$ cat src/rtl/vectored_int.sv
// -----------------------------------------------------------------------------
// vectored_int
//
// Vectored interrupt address generator for the single-cycle MIPS datapath.
// Four device completion lines are latched into a pending register and
// resolved by fixed priority (done1 highest, done4 lowest). While the
// controller acknowledges, the block drives the ROM address of the winning
// source's jump-to-ISR slot. The datapath's intmux loads that address into
// the PC.
//
// Optional feature macro: VECTORED_INT_MASK_EN
//   When defined, a 4-bit enable mask is added. It resets to all-enabled and
//   is written through mask_we/mask_din. A masked source still latches into
//   pending and becomes visible once it is unmasked.
//
// Parameters:
//   VEC_BASE    byte address of done1's vector slot (imem word 124)
//   VEC_STRIDE  byte spacing between consecutive vector slots
//
// Ports:
//   clk       in   1   system clock, rising edge
//   reset     in   1   asynchronous, active-high; clears all state
//   int_ack   in   1   acknowledge; the PC takes int_addr this cycle
//   done1..4  in   1   device completion requests (done1 has highest priority)
//   int_addr  out  32  vector address of the selected source (0 when no ack)
//   irq       out  1   at least one request is active
//   int_src   out  2   index of the winning source (0=done1 .. 3=done4)
//   mask_we   in   1   mask write enable        (VECTORED_INT_MASK_EN only)
//   mask_din  in   4   new mask value           (VECTORED_INT_MASK_EN only)
//   mask      out  4   current mask             (VECTORED_INT_MASK_EN only)
//
// Handshake: there is no valid/ready pair. A request is consumed on the rising
// edge where int_ack=1, irq=1 and int_src selects it. Exactly one source is
// consumed per acknowledge.
// -----------------------------------------------------------------------------
module vectored_int #(
    parameter logic [31:0] VEC_BASE   = 32'h0000_01F0,
    parameter logic [31:0] VEC_STRIDE = 32'd4
) (
    input  logic        clk,
    input  logic        reset,
    input  logic        int_ack,
    input  logic        done1,
    input  logic        done2,
    input  logic        done3,
    input  logic        done4,
`ifdef VECTORED_INT_MASK_EN
    input  logic        mask_we,
    input  logic [3:0]  mask_din,
    output logic [3:0]  mask,
`endif
    output logic [31:0] int_addr,
    output logic        irq,
    output logic [1:0]  int_src
);

    logic [3:0] r_pending;
    logic [3:0] w_done;
    logic [3:0] w_enable;
    logic [3:0] w_active;
    logic [3:0] w_clear;
    logic [1:0] w_src;
    logic       w_any;

    assign w_done = {done4, done3, done2, done1};

`ifdef VECTORED_INT_MASK_EN
    logic [3:0] r_mask;

    always_ff @(posedge clk or posedge reset) begin
        if (reset) begin
            r_mask <= 4'b1111;
        end else if (mask_we) begin
            r_mask <= mask_din;
        end
    end

    assign w_enable = r_mask;
    assign mask     = r_mask;
`else
    assign w_enable = 4'b1111;
`endif

    // Raw done lines count in the same cycle they rise. The pending register
    // only holds a request after its line has dropped.
    assign w_active = (w_done | r_pending) & w_enable;
    assign w_any    = |w_active;

    // Fixed priority: the lowest active index wins. It defaults to 0 when idle.
    always_comb begin
        w_src = 2'd0;
        if (w_active[0]) begin
            w_src = 2'd0;
        end else if (w_active[1]) begin
            w_src = 2'd1;
        end else if (w_active[2]) begin
            w_src = 2'd2;
        end else if (w_active[3]) begin
            w_src = 2'd3;
        end
    end

    // The clear is qualified by w_any. Without that, an idle ack (int_src=0)
    // would wipe a masked pending bit 0.
    always_comb begin
        w_clear = 4'b0000;
        if (int_ack && w_any) begin
            w_clear[w_src] = 1'b1;
        end
    end

    // Clear beats set for the selected bit. If the line is still high, the bit
    // re-sets on the following edge.
    always_ff @(posedge clk or posedge reset) begin
        if (reset) begin
            r_pending <= 4'b0000;
        end else begin
            r_pending <= (r_pending | w_done) & ~w_clear;
        end
    end

    // Outputs are forced low while reset is high. Raw done lines would
    // otherwise leak through the combinational path.
    assign irq     = w_any & ~reset;
    assign int_src = reset ? 2'd0 : w_src;

    always_comb begin
        int_addr = 32'h0;
        if (!reset && int_ack) begin
            if (w_any) begin
                int_addr = VEC_BASE + (VEC_STRIDE * {30'd0, w_src});
            end else begin
                int_addr = VEC_BASE;
            end
        end
    end

endmodule

$ cat config.mk
export PLATFORM = sky130hd
export DESIGN_NAME = vectored_int
export DESIGN_NICKNAME = d
export VERILOG_FILES = /design/src/rtl/vectored_int.sv
export SDC_FILE = /design/constraint.sdc
export NUM_CORES = 1
export LEC_CHECK = 0
export ABC_AREA = 1
export CORE_UTILIZATION = 32
export CTS_CLUSTER_DIAMETER = 120
export DETAILED_ROUTE_END_ITERATION = 12
export PLACE_DENSITY_LB_ADDON = 0.25
export SLEW_MARGIN = 10
export SYNTH_ARGS = -nofsm -noshare
export SYNTH_HDL_FRONTEND = slang
export SYNTH_SLANG_ARGS = --single-unit
$ cat constraint.sdc
create_clock -name clk -period 1.25 [get_ports clk]
set_input_delay 0.25 -clock clk [delete_from_list [all_inputs] [get_ports clk]]
set_output_delay 0.25 -clock clk [all_outputs]
set_load 0.02 [all_outputs]
# Word-level counts from Yosys, hierarchy flattened
# Index checks and enable logic that the tools add are counted.
[word_totals] regBits=4 latch_bits=0 ram_bits=0 rom_bits=0 inputBits=7 output_inout_bits=35 word_cells=24 memories=0
[classes] addsub=1 n_mul=0 div_mod_pow=0 n_lt_le_gt_ge=2 n_eq_ne=0 shifts=0 mux=10 bitwise=5 n_reduce_logical=5
[ops] op="10-bit two-way mux" count=2
[ops] op="9-bit by 4-bit adder with 10-bit output, first input constant" count=1
[ops] op="2-bit two-way mux" count=5
[ops] op="4-bit bitwise AND" count=1
[ops] op="4-bit two-way mux" count=1
[ops] op="4-bit NOT" count=1
[ops] op="4-bit bitwise OR" count=1
[ops] op="4-bit OR reduction" count=1
[ops] op="1-bit logical AND" count=3
[ops] op="2-bit by 3-bit < comparator with 1-bit output, second input constant" count=1
[ops] op="1-bit demux with 2-bit select" count=1
[ops] op="2-bit by 1-bit >= comparator with 1-bit output, second input constant" count=1
[ops] op="1-bit bitwise AND" count=1
[ops] op="1-bit zero test" count=1
[ops] op="1-bit two-way mux" count=1
[ops] op="1-bit NOT" count=1

# Logic depth before layout (Yosys ltp)
# Gate-level depths: netlist (run 1).
[logic_depth] depth_word=12 depth_mapped=6 mapped_depth_nobuf=6

# Worst setup path before layout (run 1)
# No wires, ideal clock.
[synth_timing] path_type="register to output" startpoint="register r_pending[2]" endpoint="output port int_addr[2]" arrival_time_ns=0.912 required_ns=1.000 setup_slack_ns=0.088 path_stages_with_launch=6 n_path_buf=0 cell_sequence="dfrtp_1 > clkinv_1 > nand2_2 > o21ai_1 > nand2_1 > nor2_1"
[synth_between] elab_chain_len=7 elab_cells_between_ends=8 cone_classes="add/sub (1); mux (5); bitwise (1); reduce/logical (1)"
[synth_lines] item="start, declared" line_no="57" rtl="logic [3:0] r_pending;"
[synth_lines] item="start signal, assigned" line_no="118" rtl="r_pending <= (r_pending | w_done) & ~w_clear;"
[synth_lines] item="4-bit bitwise OR *" line_no="86" rtl="assign w_active = (w_done | r_pending) & w_enable;"
[synth_lines] item="2-bit two-way mux" line_no="96" rtl="end else if (w_active[2]) begin"
[synth_lines] item="2-bit two-way mux" line_no="94" rtl="end else if (w_active[1]) begin"
[synth_lines] item="2-bit two-way mux" line_no="92" rtl="if (w_active[0]) begin"
[synth_lines] item="9-bit by 4-bit adder with 10-bit output" line_no="131" rtl="int_addr = VEC_BASE + (VEC_STRIDE * {30'd0, w_src});"
[synth_lines] item="10-bit two-way mux *" line_no="130" rtl="if (w_any) begin"
[synth_lines] item="10-bit two-way mux *" line_no="129" rtl="if (!reset && int_ack) begin"
[synth_lines] item="end, declared" line_no="52" rtl="output logic [31:0] int_addr,"
# Mark *: on every way between the ends. The rest lies on a longest branch, timed or not.

# Final worst setup path (run 1)
[layout_timing] startpoint="register r_pending[3]" endpoint="output port irq"
[layout_between] elab_chain_len=3
[layout_lines] item="4-bit bitwise OR" line_no="86"
[layout_lines] item="4-bit OR reduction" line_no="87" rtl="assign w_any = |w_active;"
[layout_lines] item="1-bit bitwise AND" line_no="124" rtl="assign irq = w_any & ~reset;"
[layout_lines] item="end, declared" line_no="53" rtl="output logic irq,"
# No other way between the ends.

==> impl_metrics.csv, run 1 <==
group,metric,value,unit
cells_and_area,drive_gt1_frac,0.451,
clock_network,cts_tree,"done",
cells_and_area,max_flop_register,"r_pending",
worst_setup_path,required,1000,ps
timing,layout_worst_path_cycle_share,1.13,
cells_and_area,multi_input_area,239,sq um
worst_setup_path,worst_ep_arrival_time,1170,ps
yosys,avgSynthCellArea,7.39,sq um
global_route,overflow,0,
status,violations,"negative setup slack",
timing,finalMaxSlewViolations,0,
power_and_ir_drop,ir_drop,0.000332,V
yosys,synth_warnings,0,
routing,wire_per_inst,7.77,um
worst_setup_path,max_stage_delay,400,ps
routing,num_vias,386,
worst_setup_path,critical-path-slowest-cell,"dfrtp_1",
timing,rsz0062_at_grt,"true",
routing,wl_met1,288,um
die,die-height,40.4,um
place,port_buffers,16,
clock_network,cts-root-buf,"clkbuf_4",
cells_and_area,area_growth,35.4,%
yosys,synth.yosys.seq_area_share,0.212,
global_route,grt_pass1_wl,1000,um
cells_and_area,final_cell_count_no_fill,106,
run,maxCapViolations,0,
global_route,grt_antenna_before_repair,0,
clock_network,clk-insertion-delay-late,240,ps
die,core,1330,sq um
routing,wl_met2,434,um
timing,setup_slack,-166,ps
routing,via_per_inst,3.64,
routing,highest_layer,"met4",
timing,max_clock_freq,0.706,GHz
worst_setup_path,worst-path-buf-inv,1,
routing,drtPass1Iterations,4,
timing,fin_skew,6.91,ps
min_path,hp-class,"primary input to async pin",
timing,hold_violations,0,
yosys,muxShareOfSynthArea,0,
worst_setup_path,r2r-start,"r_pending[2]",
clock_network,h-tree-depth,1,
yosys,ys_ff_latch,4,
cells_and_area,fill_cells,157,
place,gp_congestion,0.724,
place,dp.final_hpwl,625,um
clock_network,clkSinkCount,4,
yosys,synthSimpleGateAreaFrac,0.225,
place,pre_cts_ws,-698,ps
routing,initialDrtViolationCount,1,
routing,ant_nets,0,
worst_setup_path,cp-start-kind,"flop",
global_route,grt_pass1_vias,268,
yosys,synth.distinct_cells,15,
place,place_inst,99,
yosys,syn_area,473,sq um
clock_network,cts_hold_buf,0,
die,top_level_ports,42,
clock_network,path_clk_slew,40,ps
cells_and_area,largest_reg_flops,4,
worst_setup_path,critical-path-top-delay-family,"flip-flops",
worst_setup_path,endpoint_kind,"output port",
clock_network,cts_buffers,3,
routing,totalWireLength,824,um
status,outcome,"finished with violations",
power_and_ir_drop,powerDensity,771,nW/um^2
clock_network,cts_buffer_depth,2,
timing,fin_crit,1420,ps
die,core.rowCount,13,
cells_and_area,nets,100,
power_and_ir_drop,power,0.494,mW
power_and_ir_drop,cellLeakagePower,0.351,nW
cells_and_area,n_antenna_cell,0,
global_route,grt_max_degree,6,
timing,setup_violations,5,
worst_setup_path,crit_type,"flop to output port",
cells_and_area,top_regs,"r_pending: 4 flops",
worst_setup_path,crit_fanout,3,
cells_and_area,final_cell_area,641,sq um
yosys,synth_compound_area_frac,0.0317,
yosys,synth-xor-area-share,0,
timing,setup_tns,-685,ps
worst_setup_path,path_cells,"nor2_4, nand3_2, nor2_2, nor2_1, buf_4",
die,die_w,40.4,um
die,die_area,1640,sq um
yosys,synth_cells,64,
yosys,synth_top_family_by_area,"buffers and inverters",
routing,drc_errors,0,
worst_setup_path,startpoint,"r_pending[3]",
cells_and_area,regArea,100,sq um
place,post_dp_cell_area,592,sq um
global_route,grtUsageTotal,0.0979,
routing,dr_wl_met3,90,um
die,start_util,0.355,
yosys,synth_fa_ha_area_frac,0,
routing by layer:
| layer | vias up | global-route usage |
|---|---|---|
| li1 | 191 | - |
| met1 | 166 | 0.0960 |
| met2 | 27 | 0.167 |
| met3 | 2 | 0.0333 |
| met4 | 0 | 0.0750 |
| met5 | - | 0 |
cells in the final DEF (no fill, tap or decap), drive strengths merged:
master,n
dfrtp,4
conb,25
a21oi,1
buf,23
inv,7
o21ai,2
clkinv,1
nand4,1
dlygate4sd2,6
clkbuf,3
nand3,2
nand2,4
nor2,12
repair_timing:
| item | CTS | global route |
|---|---|---|
| endpoints found under the setup margin | 10 | 10 |
| buffers inserted | 3 | 1 |
| gates resized for setup | 54 | 10 |
| gates cloned | 0 | 0 |
| pin swaps | 7 | 6 |
Yosys cell counts:
cell	n	area share
nor2_4	3	0.071
conb_1	1	0.0079
nand2_2	2	0.026
nor2_1	8	0.063
o21ai_1	2	0.021
buf_4	29	0.46
nand3_1	2	0.021
inv_1	4	0.032
nand2_1	2	0.016
nor2_2	1	0.013
a21oi_1	1	0.011
nand4_1	1	0.013
clkinv_1	1	0.0079
dfrtp_1	4	0.21
inv_2	3	0.024
final cells by class:
| cell class | instances | area share |
|---|---|---|
| clock buffers | 3 | 0.0352 |
| well taps | 15 | 0.0293 |
| repair buffers | 29 | 0.357 |
| multi-input cells | 47 | 0.373 |
| inverters | 8 | 0.0488 |
| flip-flops and latches | 4 | 0.156 |
per-stage QoR:
step,util,hold WS [ps]
4_1_cts,0.452,120
6_report,0.480,117
3_3_place_gp,0.444,598
2_1_floorplan,-,16.1
3_5_place_dp,0.444,606
5_1_grt,0.480,142
where the power goes:
group	leakage, nW	switching (mW)	internal (mW)
Clock	0.0138	0.0556	0.108
Combinational	0.297	0.129	0.0598
Sequential	0.0409	0.00499	0.137
Total	0.351	0.190	0.304
worst reg2reg max path, stage by stage (launching register included):
cell and delay, ps:
dfrtp_1 360, clkinv_2 60, nand2_2 50, buf_4 130, buf_4 120, nor2_1 80, nand4_1 80, nand2_1 70
inv_1 40
cell families after synthesis:
| logic type | count (synthesis) |
|---|---|
| flip-flops | 4 |
| other | 1 |
| buffers and inverters | 37 |
| AO/OA/AOI/OAI | 3 |
| AND/OR/NAND/NOR | 19 |
final timing paths:
kind                       slack, ps  cells after the start            to
max                             -170                      5           irq
min                              120                      2  r_pending[1]
max reg2reg                      150                      8  r_pending[3]
min reg2reg                      720                      5  r_pending[2]
max in group asynchronous        970                      2  r_pending[2]
min in group clk                 430                      3  r_pending[0]
Power figures use the tool's default switching activity.
==> run 2, diff against run 1 <==
--- a/config.mk
+++ b/config.mk
@@ -6,7 +6,7 @@
 export NUM_CORES = 1
 export LEC_CHECK = 0
 export ABC_AREA = 1
-export CORE_UTILIZATION = 32
+export CORE_UTILIZATION = 27
 export CTS_CLUSTER_DIAMETER = 120
 export DETAILED_ROUTE_END_ITERATION = 12
 export PLACE_DENSITY_LB_ADDON = 0.25
==> constraint.sdc (replaced) <==
create_clock -name clk -period 1.2 [get_ports clk]
set_input_delay 0.24 -clock clk [delete_from_list [all_inputs] [get_ports clk]]
set_output_delay 0.24 -clock clk [all_outputs]
set_load 0.02 [all_outputs]
==> run 2 against run 1 <==
Compared with the run above:
- sequential power grew 4%
- register-to-register slack is essentially flat
- worst hold slack gained 91 ps
- count of clock-buffer cells in the layout is the same
- die area grew 18%
- the run ends with design-rule violations, negative setup slack left
- via count grew 0.78%
- highest routed layer unchanged
- critical path depth grew 1
- routed wire length shrank 7.8%
- clock power is essentially flat
==> impl_metrics.csv, run 2 (synthesis results as in run 1) <==
group,metric,value,unit
routing,ant_nets,0,
clock_network,path_clk_slew,40,ps
timing,whs,208,ps
place,post_dp_cell_area,578,sq um
place,port_buffers,16,
cells_and_area,final_core_util,0.383,
run,maxCapViolations,0,
cells_and_area,final_common_cell,"conb_1",
cells_and_area,max_flop_register,"r_pending",
global_route,grt_max_degree,6,
clock_network,cts_tree,"done",
cells_and_area,top_regs,"r_pending: 4 flops",
cells_and_area,final_cell_mix,"conb_1 (25), buf_4 (17), nor2_1 (7)",
clock_network,cts_buffers,3,
timing,hold_violations,0,
die,core.rowCount,14,
worst_setup_path,endpoint_kind,"output port",
power_and_ir_drop,ir_drop,0.000292,V
die,start_util,0.300,
timing,fin_skew,1.93,ps
place,pre_cts_ws,-729,ps
global_route,grt_antenna_before_repair,0,
cells_and_area,final_cell_area,603,sq um
clock_network,cts-root-buf,"clkbuf_4",
timing,rsz0062_at_grt,"true",
routing,via_per_inst,3.67,
status,violations,"design-rule violations, negative setup slack",
min_path,hp-class,"primary input to async pin",
place,dp.final_hpwl,582,um
worst_setup_path,required,960,ps
routing,wire_per_inst,7.17,um
timing,setup_slack,-184,ps
place,gp_congestion,0.708,
place,place_inst,98,
timing,finalMaxSlewViolations,0,
global_route,grt_pass1_wl,1180,um
routing,drtPass1Iterations,9,
cells_and_area,drive_gt1_frac,0.433,
cells_and_area,largest_reg_flops,4,
timing,setup_tns,-870,ps
worst_setup_path,cp-start-kind,"flop",
power_and_ir_drop,powerDensity,827,nW/um^2
timing,layout_worst_path_cycle_share,1.15,
clock_network,h-tree-depth,1,
die,die_w,43.9,um
global_route,overflow,0,
die,core,1580,sq um
power_and_ir_drop,power,0.499,mW
worst_setup_path,crit_type,"flop to output port",
cells_and_area,area_growth,27.5,%
timing,fin_crit,1380,ps
timing,max_clock_freq,0.723,GHz
global_route,grt_pass1_vias,312,
timing,setup_violations,5,
clock_network,clk-insertion-delay-late,240,ps
status,outcome,"finished with violations",
worst_setup_path,crit_fanout,2,
global_route,grtUsageTotal,0.0870,
die,die-height,43.9,um
die,die_area,1920,sq um
routing,totalWireLength,760,um
clock_network,clkSinkCount,4,
cells_and_area,final_cell_count_no_fill,106,
routing,initialDrtViolationCount,8,
cells_and_area,nets,99,
cells_and_area,n_antenna_cell,0,
clock_network,cts_buffer_depth,2,
die,top_level_ports,42,
routing,num_vias,389,
power_and_ir_drop,cellLeakagePower,0.342,nW
routing,drc_errors,3,
worst_setup_path,worst_ep_arrival_time,1140,ps
[run 2: final timing paths]
path / from / end / slack (ps) / depth (start not counted)
max in group asynchronous: reset / r_pending[2] / 840 / 3
min in group clk: int_ack / r_pending[0] / 220 / 2
worst min register to register: r_pending[0] / r_pending[2] / 700 / 5
worst min-delay path: reset / r_pending[1] / 210 / 3
worst max register to register: r_pending[2] / r_pending[3] / 150 / 8
worst max-delay path: r_pending[2] / int_src[1] / -180 / 6
[run 2: layer usage]
metal	GRT usage	share of wire
met2	0.149	0.51
met1	0.0831	0.35
met3	0.0292	0.13
met4	0.0727	0.0092
met5	0	0
[run 2: layout make-up]
| cell class | count | area, sq um |
|---|---|---|
| clock buffer | 3 | 22.5 |
| inverter | 8 | 31.3 |
| fill | 174 | 973 |
| multi-input combinational | 47 | 228 |
| sequential | 4 | 100 |
| timing repair buffer | 28 | 201 |
| tap | 16 | 20.0 |
[run 2: worst max-delay path, cell delays in order (launching register included)]
cell	delay [ps]
dfrtp_1	330
clkinv_2	60
buf_4	130
nand3_2	80
nand3_2	70
nor2_1	90
buf_4	140
[run 2: what timing repair did]
item	CTS	global route
setup endpoints to repair	10	9
gates resized for setup	54	3
hold buffers	0	0
setup buffers	4	1
pin swaps	6	6
[run 2: report_power, final]
group	leakage (nW)	switching, mW	internal [mW]
Clock	0.0138	0.0537	0.112
Sequential	0.0409	0.00503	0.143
Combinational	0.288	0.132	0.0539
==> run 3, diff against run 2 <==
--- a/config.mk
+++ b/config.mk
@@ -6,9 +6,11 @@
 export NUM_CORES = 1
 export LEC_CHECK = 0
 export ABC_AREA = 1
-export CORE_UTILIZATION = 27
+export CORE_AREA = 2 2 39 41
 export CTS_CLUSTER_DIAMETER = 120
 export DETAILED_ROUTE_END_ITERATION = 12
+export DIE_AREA = 0 0 41 43
+export DONT_BUFFER_PORTS = 1
 export PLACE_DENSITY_LB_ADDON = 0.25
 export SLEW_MARGIN = 10
 export SYNTH_ARGS = -nofsm -noshare
==> run 3 against run 2 <==
Compared with the run above:
- the run ends with negative setup slack left
- clock power is 2% higher
- largest cell class unchanged
- largest power group is now the clock network
- first-iteration DRC count decreased by 63%
- critical path depth unchanged
==> impl_metrics.csv, run 3 (synthesis results as in run 1) <==
group,metric,value,unit
timing,finalMaxSlewViolations,0,
status,violations,"negative setup slack",
die,die_w,41,um
worst_setup_path,ff2ff_path_depth,7,
place,port_buffers,0,
timing,fin_crit,1380,ps
routing,wire_per_inst,7.39,um
timing,fin_skew,2.32,ps
clock_network,cts_buffer_depth,2,
worst_setup_path,path_cells,"clkinv_2, nand2_2, o21ai_1, nand2_1, nor2_1, buf_4",
routing,ant_nets,0,
worst_setup_path,required,960,ps
min_path,min_path_cells,1,
worst_setup_path,r2r_setup_slack,210,ps
global_route,grt_antenna_before_repair,0,
global_route,grtUsageTotal,0.0836,
cells_and_area,final_common_cell,"conb_1",
worst_setup_path,critical-path-top-delay-family,"flip-flops",
timing,setup_slack,-185,ps
timing,rsz0062_at_grt,"true",
cells_and_area,largest_reg_flops,4,
cells_and_area,n_antenna_cell,0,
routing,totalWireLength,658,um
clock_network,cts_buffers,3,
routing,drtPass1Iterations,4,
timing,setup_violations,5,
worst_setup_path,cp.depth,6,
power_and_ir_drop,power,0.460,mW
worst_setup_path,endpoint_kind,"output port",
clock_network,cts-root-buf,"clkbuf_4",
cells_and_area,max_flop_register,"r_pending",
timing,max_clock_freq,0.722,GHz
die,core.rowCount,14,
power_and_ir_drop,cellLeakagePower,0.257,nW
power_and_ir_drop,ir_drop,0.000450,V
worst_setup_path,worst-path-buf-inv,2,
clock_network,clk-insertion-delay-late,240,ps
place,dp.final_hpwl,532,um
cells_and_area,top_regs,"r_pending: 4 flops",
power_and_ir_drop,powerDensity,970,nW/um^2
routing,drc_errors,0,
cells_and_area,final_core_util,0.343,
clock_network,path_clk_slew,40,ps
die,die-height,43,um
global_route,grt_pass1_wl,917,um
clock_network,cts_tree,"done",
worst_setup_path,crit_type,"flop to output port",
cells_and_area,area_growth,0.265,%
global_route,grt_max_degree,6,
routing,num_vias,317,
worst_setup_path,worst_ep_arrival_time,1140,ps
routing,initialDrtViolationCount,3,
timing,setup_tns,-904,ps
worst_setup_path,critical-path-slowest-cell,"dfrtp_1",
die,core,1380,sq um
die,top_level_ports,42,
place,gp_congestion,0.681,
routing,via_per_inst,3.56,
worst_setup_path,crit_fanout,2,
worst_setup_path,max_stage_delay,360,ps
die,start_util,0.342,
die,die_area,1760,sq um
timing,layout_worst_path_cycle_share,1.15,
cells_and_area,nets,82,
global_route,grt_pass1_vias,259,
clock_network,clkSinkCount,4,
min_path,hp-class,"primary input to flop",
worst_setup_path,cp-start-kind,"flop",
global_route,overflow,0,
cells_and_area,drive_gt1_frac,0.315,
cells_and_area,fill_cells,163,
cells_and_area,final_cell_mix,"conb_1 (25), buf_4 (10), nor2_1 (8)",
status,outcome,"finished with violations",
run,maxCapViolations,0,
clock_network,h-tree-depth,1,
timing,hold_violations,0,
run 3: cell count changes in the layout (fill, tap and decap cells not counted):
cell           previous run  this run
nor2_1                    7         8
clkbuf_2                  1         0
dlygate4sd2_1             5         0
buf_4                    17        10
buf_2                     5         0
nand3_2                   2         0
nor2_2                    2         1
nand3_1                   0         2
dlygate4sd3_1             0         1
run 3: worst paths after layout:
path | startpoint | endpoint
setup / recovery | r_pending[2] | int_src[0]
setup reg to reg | r_pending[3] | r_pending[3]
hold / removal | int_ack | r_pending[0]
min in group asynchronous | reset | r_pending[2]
max in group asynchronous | reset | r_pending[1]
hold reg to reg | r_pending[1] | r_pending[1]
run 3: timing repair:
action | CTS | global route
gates resized for setup | 1 | 0
setup buffers | 1 | 1
hold buffers | 1 | 0
hold endpoints to repair | 4 | 0
pin swaps | 1 | 2
setup endpoints to repair | 5 | 5
run 3: final cells by class:
cell class              instances  area, sq um  share of cell area
multi-input cells              47          215               0.454
flip-flops and latches          4          100               0.211
repair buffers                 11         85.1               0.179
inverters                       8         31.3              0.0660
clock buffers                   3         22.5              0.0475
well taps                      16         20.0              0.0422
run 3: metrics by stage:
stage          setup WS, ps  area, sq um  hold slack [ps]  instances
2_1_floorplan          48.2          563             6.08         88
3_3_place_gp           64.4          425             27.9         83
3_5_place_dp           43.2          425             28.1         83
4_1_cts                -201          467             59.2         88
5_1_grt                -278          474             52.5         89
6_report               -185          474             64.7         89
run 3: where the power goes:
group	switching (mW)	total (mW)	internal, mW
Combinational	0.116	0.144	0.0280
Clock	0.0568	0.169	0.112
Sequential	0.00486	0.148	0.143
Total	0.177	0.460	0.283
run 3: routing by layer:
| metal | up-vias | routed length (um) | track usage |
|---|---|---|---|
| met5 | - | 0 | 0 |
| met2 | 27 | 302 | 0.122 |
| li1 | 154 | - | - |
| met3 | 3 | 100 | 0.0314 |
| met1 | 133 | 229 | 0.0747 |
| met4 | 0 | 25 | 0.100 |
run 3: worst reg2reg max path, cell delays in order, from the launching register on:
cell	delay, ps
dfrtp_1	330
nor2_2	50
buf_4	120
buf_4	120
nor2_1	90
nand4_1	80
nand2_1	60
inv_1	30
